### src/rtl/io_pad_pkg.sv
// Shared constants for the input-pad controller: debounce FSM states,
// edge-select encodings and edge-type encodings.
package io_pad_pkg;

    localparam logic [0:0] STABLE   = 1'b0;
    localparam logic [0:0] SETTLING = 1'b1;

    localparam logic [1:0] EDGE_NONE = 2'b00;
    localparam logic [1:0] EDGE_RISE = 2'b01;
    localparam logic [1:0] EDGE_FALL = 2'b10;
    localparam logic [1:0] EDGE_BOTH = 2'b11;

    localparam logic EDGE_T_FALL = 1'b0;
    localparam logic EDGE_T_RISE = 1'b1;

endpackage

### src/rtl/io_sync2.sv
// Two-flop synchroniser for a single asynchronous bit, with a reset value
// so the synchronised output matches the controller's initial level.
module io_sync2 #(
    parameter logic RST_VAL = 1'b0
) (
    input  logic clk,
    input  logic rst,
    input  logic d,
    output logic q
);

    logic meta;

    always_ff @(posedge clk or negedge rst) begin
        if (!rst) begin
            meta <= RST_VAL;
            q    <= RST_VAL;
        end else begin
            meta <= d;
            q    <= meta;
        end
    end

endmodule

### src/rtl/io1in_pad_ctrl.sv
// Input-pad controller: sync, debounce, edge qualify, per-consumer delivery.
// Define IO1IN_PAD_CTRL_GLITCH_CNT_EN to add the saturating glitch counter.
//
// state    | meaning
// STABLE   | synchronised pad matches pin_level
// SETTLING | pad differs from pin_level, counting stable cycles
module io1in_pad_ctrl
    import io_pad_pkg::*;
#(
    parameter int   NUM_CONSUMERS   = 4,
    parameter int   DEBOUNCE_CYCLES = 8,
    parameter logic INIT_LEVEL      = 1'b0
) (
    input  logic                     clk,
    input  logic                     rst,
    input  logic [0:0]               top_pin,
    input  logic [1:0]               cfg_edge_sel,
    input  logic [NUM_CONSUMERS-1:0] cfg_en,
    output logic [NUM_CONSUMERS-1:0] pin_valid,
    input  logic [NUM_CONSUMERS-1:0] pin_ready,
    output logic [NUM_CONSUMERS-1:0] pin_edge,
    output logic                     pin_level,
    output logic [NUM_CONSUMERS-1:0] ovf,
    input  logic [NUM_CONSUMERS-1:0] ovf_clr
`ifdef IO1IN_PAD_CTRL_GLITCH_CNT_EN
    ,
    output logic [7:0]               glitch_cnt,
    input  logic                     glitch_cnt_clr
`endif
);

    localparam int CW = $clog2(DEBOUNCE_CYCLES + 1);
    localparam logic [CW-1:0] CNT_LAST = CW'(DEBOUNCE_CYCLES - 1);

    logic [0:0]    state;
    logic [CW-1:0] cnt;
    logic          sync;
    logic          differ;
    logic          glitch;
    logic          commit;
    logic          qual_ev;
    logic          ev_type;

    io_sync2 #(.RST_VAL(INIT_LEVEL)) u_sync (
        .clk (clk),
        .rst (rst),
        .d   (top_pin[0]),
        .q   (sync)
    );

    always_comb begin
        differ  = sync ^ pin_level;
        glitch  = (state == SETTLING) && !differ;
        commit  = (state == SETTLING) && differ && (cnt == CNT_LAST);
        ev_type = sync ? EDGE_T_RISE : EDGE_T_FALL;
        qual_ev = commit && (sync ? |(cfg_edge_sel & EDGE_RISE)
                                  : |(cfg_edge_sel & EDGE_FALL));
    end

    always_ff @(posedge clk or negedge rst) begin
        if (!rst) begin
            state     <= STABLE;
            cnt       <= '0;
            pin_level <= INIT_LEVEL;
        end else begin
            case (state)
                STABLE: begin
                    if (differ) begin
                        state <= SETTLING;
                        cnt   <= '0;
                    end
                end
                SETTLING: begin
                    if (!differ) begin
                        state <= STABLE;
                        cnt   <= '0;
                    end else if (cnt == CNT_LAST) begin
                        pin_level <= sync;
                        state     <= STABLE;
                        cnt       <= '0;
                    end else begin
                        cnt <= cnt + 1'b1;
                    end
                end
                default: begin
                    state <= STABLE;
                    cnt   <= '0;
                end
            endcase
        end
    end

    // Each consumer owns its slot; a stall on one never gates another.
    for (genvar gi = 0; gi < NUM_CONSUMERS; gi++) begin : g_cons
        always_ff @(posedge clk or negedge rst) begin
            if (!rst) begin
                pin_valid[gi] <= 1'b0;
                pin_edge[gi]  <= 1'b0;
                ovf[gi]       <= 1'b0;
            end else begin
                if (ovf_clr[gi])
                    ovf[gi] <= 1'b0;
                if (!cfg_en[gi]) begin
                    pin_valid[gi] <= 1'b0;
                end else if (qual_ev) begin
                    if (pin_valid[gi] && !pin_ready[gi])
                        ovf[gi] <= 1'b1;
                    pin_valid[gi] <= 1'b1;
                    pin_edge[gi]  <= ev_type;
                end else if (pin_valid[gi] && pin_ready[gi]) begin
                    pin_valid[gi] <= 1'b0;
                end
            end
        end
    end

`ifdef IO1IN_PAD_CTRL_GLITCH_CNT_EN
    always_ff @(posedge clk or negedge rst) begin
        if (!rst)
            glitch_cnt <= 8'd0;
        else if (glitch_cnt_clr)
            glitch_cnt <= 8'd0;
        else if (glitch && (glitch_cnt != 8'hFF))
            glitch_cnt <= glitch_cnt + 8'd1;
    end
`else
    logic unused_glitch;
    assign unused_glitch = glitch;
`endif

endmodule

### config.mk
export PLATFORM = sky130hd
export DESIGN_NAME = io1in_pad_ctrl
export DESIGN_NICKNAME = d
export VERILOG_FILES = /design/src/rtl/io_pad_pkg.sv /design/src/rtl/io_sync2.sv /design/src/rtl/io1in_pad_ctrl.sv
export SDC_FILE = /design/constraint.sdc
export NUM_CORES = 1
export LEC_CHECK = 0
export ABC_AREA = 1
export ABC_CLOCK_PERIOD_IN_PS = 1350
export CAP_MARGIN = 25
export CORE_MARGIN = 2
export CORE_UTILIZATION = 47
export CTS_BUF_LIST = sky130_fd_sc_hd__clkbuf_4
export CTS_CLUSTER_DIAMETER = 150
export CTS_CLUSTER_SIZE = 12
export DETAILED_ROUTE_END_ITERATION = 6
export GPL_TIMING_DRIVEN = 0
export PLACE_DENSITY_LB_ADDON = 0.12
export SYNTH_ARGS = -nofsm -noshare
export SYNTH_HDL_FRONTEND = slang
export SYNTH_SLANG_ARGS = --single-unit
### constraint.sdc
create_clock -name clk -period 1.35 [get_ports clk]
set_input_delay 0.2025 -clock clk [delete_from_list [all_inputs] [get_ports clk]]
set_output_delay 0.2025 -clock clk [all_outputs]
set_load 0.05 [all_outputs]
# Word-level counts from Yosys, hierarchy flattened

Cells that the tools add are included.

Add/subtract/negate cells: 1
Equality and inequality tests: 6
Mux-type cells: 38
Bitwise gates (word level): 2
Reductions and logical operators: 20

Operators by type and width:

| cell                | count |
|---|---|
| $mux 1              | 33 |
| $mux 4              | 3 |
| $ne 3x1->1 const B  | 4 |
| $logic_and 1x1->1   | 11 |
| $pmux 4 s2          | 1 |
| $reduce_and 2->1    | 4 |
| $add 4x1->4 const B | 1 |
| $eq 4x3->1 const B  | 1 |
| $logic_not 1->1     | 4 |
| $reduce_and 3->1    | 1 |
| $ne 2x2->1 const B  | 1 |
| $pmux 1 s2          | 1 |
| $not 1->1           | 1 |
| $xor 1x1->1         | 1 |

Bits in registers: 20
Output and inout bits: 13
Logic and storage cells: 84

# Depth between registers and ports, before layout

Depth after elaboration: 6
Mapped depth: 7

# Cells and area by module

A second synthesis with hierarchy kept.

Cell total of the unflattened synthesis: 105
Area, all modules: 930.9 µm²

Modules (own cells, without submodules):

| module         | times used | cells an instance | area an instance (µm²) | seq. area each (µm²) |
|---|---|---|---|---|
| io1in_pad_ctrl | 1          | 103               | 880.8                  | 450.4 |
| io_sync2       | 1          | 2                 | 50.0                   | 50.0 |

# Worst setup path after synthesis

Ideal clock, no wire load.

Path kind: flip-flop to flip-flop
Start: reg pin_level
End: reg pin_edge[0]
Library setup time: 119 ps
Arrival: 1246 ps
Data required time: 1231 ps
Setup slack: -16 ps
Stages on the path, launching flop included: 6
Buffers on the path: 0
Clock period less this slack: 1366 ps
Cells stage by stage: dfrtp_1 > nand2_1 > a21oi_2 > nand3_1 > nand2_1 > nand2_1

Cells in the longest elaborated chain, start to end: 5

Ends and longest elaborated chain:

| item                              | RTL line              | RTL |
|---|---|---|
| from (decl)                       | io1in_pad_ctrl.sv:22  | `output logic pin_level,` |
| from (signal assigned)            | io1in_pad_ctrl.sv:78  | `pin_level <= sync;` |
| $xor 1x1->1                       | io1in_pad_ctrl.sv:52  | `differ = sync ^ pin_level;` |
| $logic_and 1x1->1 (2 in a row)    | io1in_pad_ctrl.sv:54  | `commit = (state == SETTLING) && differ && (cnt == CNT_LAST);` |
| $logic_and 1x1->1                 | io1in_pad_ctrl.sv:56  | `qual_ev = commit && (sync ? \|(cfg_edge_sel & EDGE_RISE)` |
| $reduce_and 2->1 (no source line) | n/a                   |  |
| to (signal, indexed assignment)   | io1in_pad_ctrl.sv:109 | `pin_edge[gi] <= ev_type;` |
| to (decl)                         | io1in_pad_ctrl.sv:21  | `output logic [NUM_CONSUMERS-1:0] pin_edge,` |

Every way passes these cells.
A chain may end at the register's enable or synchronous reset.

# Final worst setup path

Start: reg pin_level
End: out pin_level

No word-level cell between the ends.

==> flow_summary_export.csv <==
group,metric,value,unit
sta,post-route-period-util,96.7,%
grt,antenna_found_initial,0,
clocking,clockBufferDepth,2,
routing,top_layer,"met4",
critical_path,reg2reg_slack,0.12,ns
routing,drt_iter0_drc,8,
power,power,1.02,mW
power,pwr-share-seq,60.9,%
hold_path,min_path_type,"input port to flip-flop",
routing,drc_errors,0,
sta,worst-slew-pin-transition,0.873,ns
critical_path,cpLargestDelayFamily,"flip-flops",
clocking,ctsHoldBuffers,0,
clocking,root_buffer,"clkbuf_4",
power,clkPwrFrac,28.1,%
sta,fmax,0.766,GHz
routing,routed_wl,1850,um
critical_path,endpoint_kind,"primary output",
power,p_int,0.778,mW
clocking,cts.clk_slew.worst_paths,0.11,ns
floorplanning,dieArea,0.00236,mm^2
final_layout,ff_latch_area,502,um^2
sta,min_period,1.31,ns
floorplanning,start_util,48.6,%
grt,grt_max_degree,21,
critical_path,worst-path-buf-inv,1,
placement,place_area,0.00126,mm^2
sta,finalHoldViolCount,0,
power,p_comb_share,11.0,%
critical_path,critPathMaxFanout,5,
routing,wl_met2,938,um
sta,setup_violations,0,
critical_path,worst_path_largest_cell_delay,0.46,ns
critical_path,worstPathRequired,1.15,ns
hold_path,min_path_cells,1,
logic_synthesis,yosysUniqueCellTypes,18,
grt,grt_pass1_vias,726,
status,outcome,"completed",
grt,grt_first_pass_wirelength,3290,um
power,p_sw_share,23.6,%
placement,port_buffers,29,
final_layout,nFillCells,174,
logic_synthesis,netlist_instances,105,
clocking,clk_latency,0.29,ns
routing,wl_met1,818,um
logic_synthesis,yosysWarnings,0,
final_layout,multi_input_area,402,um^2
critical_path,cp_data_arrival_time,1.10,ns
routing,wl_per_cell,11.2,um
floorplanning,io_pins,30,
hold_path,min-delay-start,"top_pin",
floorplanning,die_w,48.6,um
flow_run,max_cap_viol_count,0,
logic_synthesis,synth_nets,123,
routing,first_pass_iters,4,
sta,slew_headroom,41.6,%
final_layout,drive_gt1_share,25.2,%
final_layout,design_area,0.00133,mm^2
logic_synthesis,syn_avg_cell_area,8.90,um^2
grt,grt_overflow,0,
power,leakagePower,0.647,nW
logic_synthesis,netlist_area,935,um^2
clocking,cts_tree,"built",
critical_path,startpoint_type,"flip-flop",
routing,postRouteAntennaNets,0,
grt,grt_use_total,17.8,%
critical_path,ff2ff_path_depth,6,
placement,hpwl,1320,um
logic_synthesis,synth-seq-cells,20,
floorplanning,fp-row-count,16,
critical_path,critical-path-slowest-cell,"dfrtp_2",
critical_path,crit_type,"flip-flop to primary output",
power,power_per_cell_area,766,mW/mm^2
hold_path,hold-path-endpoint,"u_sync.meta",
critical_path,crit_path_cell_trace,"clkdlybuf4s18_2",
routing,vias,765,
clocking,cts_sinks,20,
critical_path,reg2reg_to,"pin_edge[2]",
placement,place.gp.congestion,0.733,
sta,slew_violations,0,
routing,dr_wl_met3,89,um
final_layout,antenna_cells,0,
floorplanning,core,0.00192,mm^2
power,ir_worst_vdd,533,uV
critical_path,rr_startpoint,"cnt[0]",
floorplanning,dieHeight,48.6,um
sta,skew,0.00205,ns
clocking,cts.htree.levels,1,
final_layout,nNetsFinal,158,
final_layout,area_growth,42.2,%
routing,via_per_inst,4.61,
clocking,cts_buffers,3,
power,switching_power,0.240,mW
logic_synthesis,ys_seq_area_share,53.5,%
[how the worst max path moves through the flow]
stage                         start     endpoint  cells past startpoint
final                     pin_level    pin_level                      1
after global routing         cnt[1]  pin_edge[3]                      6
after CTS                    cnt[0]  pin_edge[2]                      6
after detailed placement  pin_level    pin_level                      1
after global placement          rst    pin_level                      1
after floorplan              cnt[0]  pin_edge[0]                      6
[what timing repair did]
| action | 4_1_cts | 5_1_grt |
|---|---|---|
| resized for setup | 39 | 4 |
| buffers inserted | 0 | 1 |
| pin swaps | 0 | 0 |
| endpoints found under the setup margin | 13 | 13 |
[registers in the layout (all words and copies together), names as in the netlist]
name and count:
cnt 4, pin_valid 4, state 1, pin_edge 4
pin_level 1, u_sync.q 1, u_sync.meta 1, ovf 4
[final cells by class]
cell class | instances | area share [%]
Timing Repair Buffer | 30 | 23.5
Tap cell | 27 | 2.54
Inverter | 12 | 3.39
Clock buffer | 3 | 1.69
Clock inverter | 1 | 0.282
Multi-Input combinational cell | 72 | 30.2
Sequential cell | 20 | 37.8
Buffer | 1 | 0.565
[layer usage]
| metal | GRT usage, % | vias to the layer above |
|---|---|---|
| li1 | - | 400 |
| met1 | 22.8 | 343 |
| met2 | 30.6 | 20 |
| met3 | 3.40 | 2 |
| met4 | 5.71 | 0 |
| met5 | 0 | - |
[cells in the mapped netlist]
cell type	n	share of area, %
nand4_4	1	2.3
inv_2	5	2.0
xnor2_1	1	0.94
nand2_1	37	15
buf_4	1	0.80
nand3_1	15	8.0
inv_1	7	2.8
dfrtp_1	20	54
nor2_4	2	2.4
nor2_8	1	2.1
nand2_2	2	1.3
nor2_2	2	1.3
ha_1	1	1.3
a21oi_2	1	0.94
nor2_1	4	1.6
xor2_1	1	0.94
o21ai_1	3	1.6
nand3_2	1	1.1
[cells by family (layout without fill, tap and decap cells)]
| kind of cell | count (synthesis) | after routing | share of synthesized area, % |
|---|---|---|---|
| simple gates | 65 | 65 | 35.1 |
| flops | 20 | 20 | 53.5 |
| buf+inv | 13 | 47 | 5.62 |
| compound gates | 4 | 4 | 2.54 |
| xor+xnor | 2 | 2 | 1.87 |
| fa+ha+maj | 1 | 1 | 1.34 |
[placed cells by master, fill, tap and decap left out, drive strengths merged]
master | Yosys | routed
clkdlybuf4s15 | 0 | 12
clkdlybuf4s18 | 0 | 1
xor2 | 1 | 1
nand2 | 39 | 39
dfrtp | 20 | 20
ha | 1 | 1
a21oi | 1 | 1
buf | 1 | 2
xnor2 | 1 | 1
nand3 | 16 | 16
nor2 | 9 | 9
clkdlybuf4s50 | 0 | 16
clkinv | 0 | 1
nand4 | 1 | 1
o21ai | 3 | 3
clkbuf | 0 | 3
inv | 12 | 12
[per-stage QoR]
stage / hold WS, ns / instances / setup slack [ns] / util, % / TNS [ns]
floorplan: -0.0931 / 105 / 0.163 / - / 0
global placement: 0.337 / 161 / -0.0608 / 65.6 / -0.130
detailed placement: 0.342 / 161 / -0.0565 / 65.6 / -0.176
CTS: 0.326 / 165 / 0.00685 / 67.8 / 0
global route: 0.337 / 166 / -0.00347 / 69.1 / -0.00347
finish: 0.338 / 166 / 0.0443 / 69.1 / 0
[power groups by stage]
stage                     combinational (mW)  clock [mW]  sequential (mW)
after CTS                              0.105       0.305            0.619
after global placement                 0.103           0            0.630
after detailed placement               0.105           0            0.630
final                                  0.112       0.286            0.620
after global routing                   0.126       0.331            0.623
after floorplan                       0.0342           0            0.630
(Power assumes the default switching activity.)
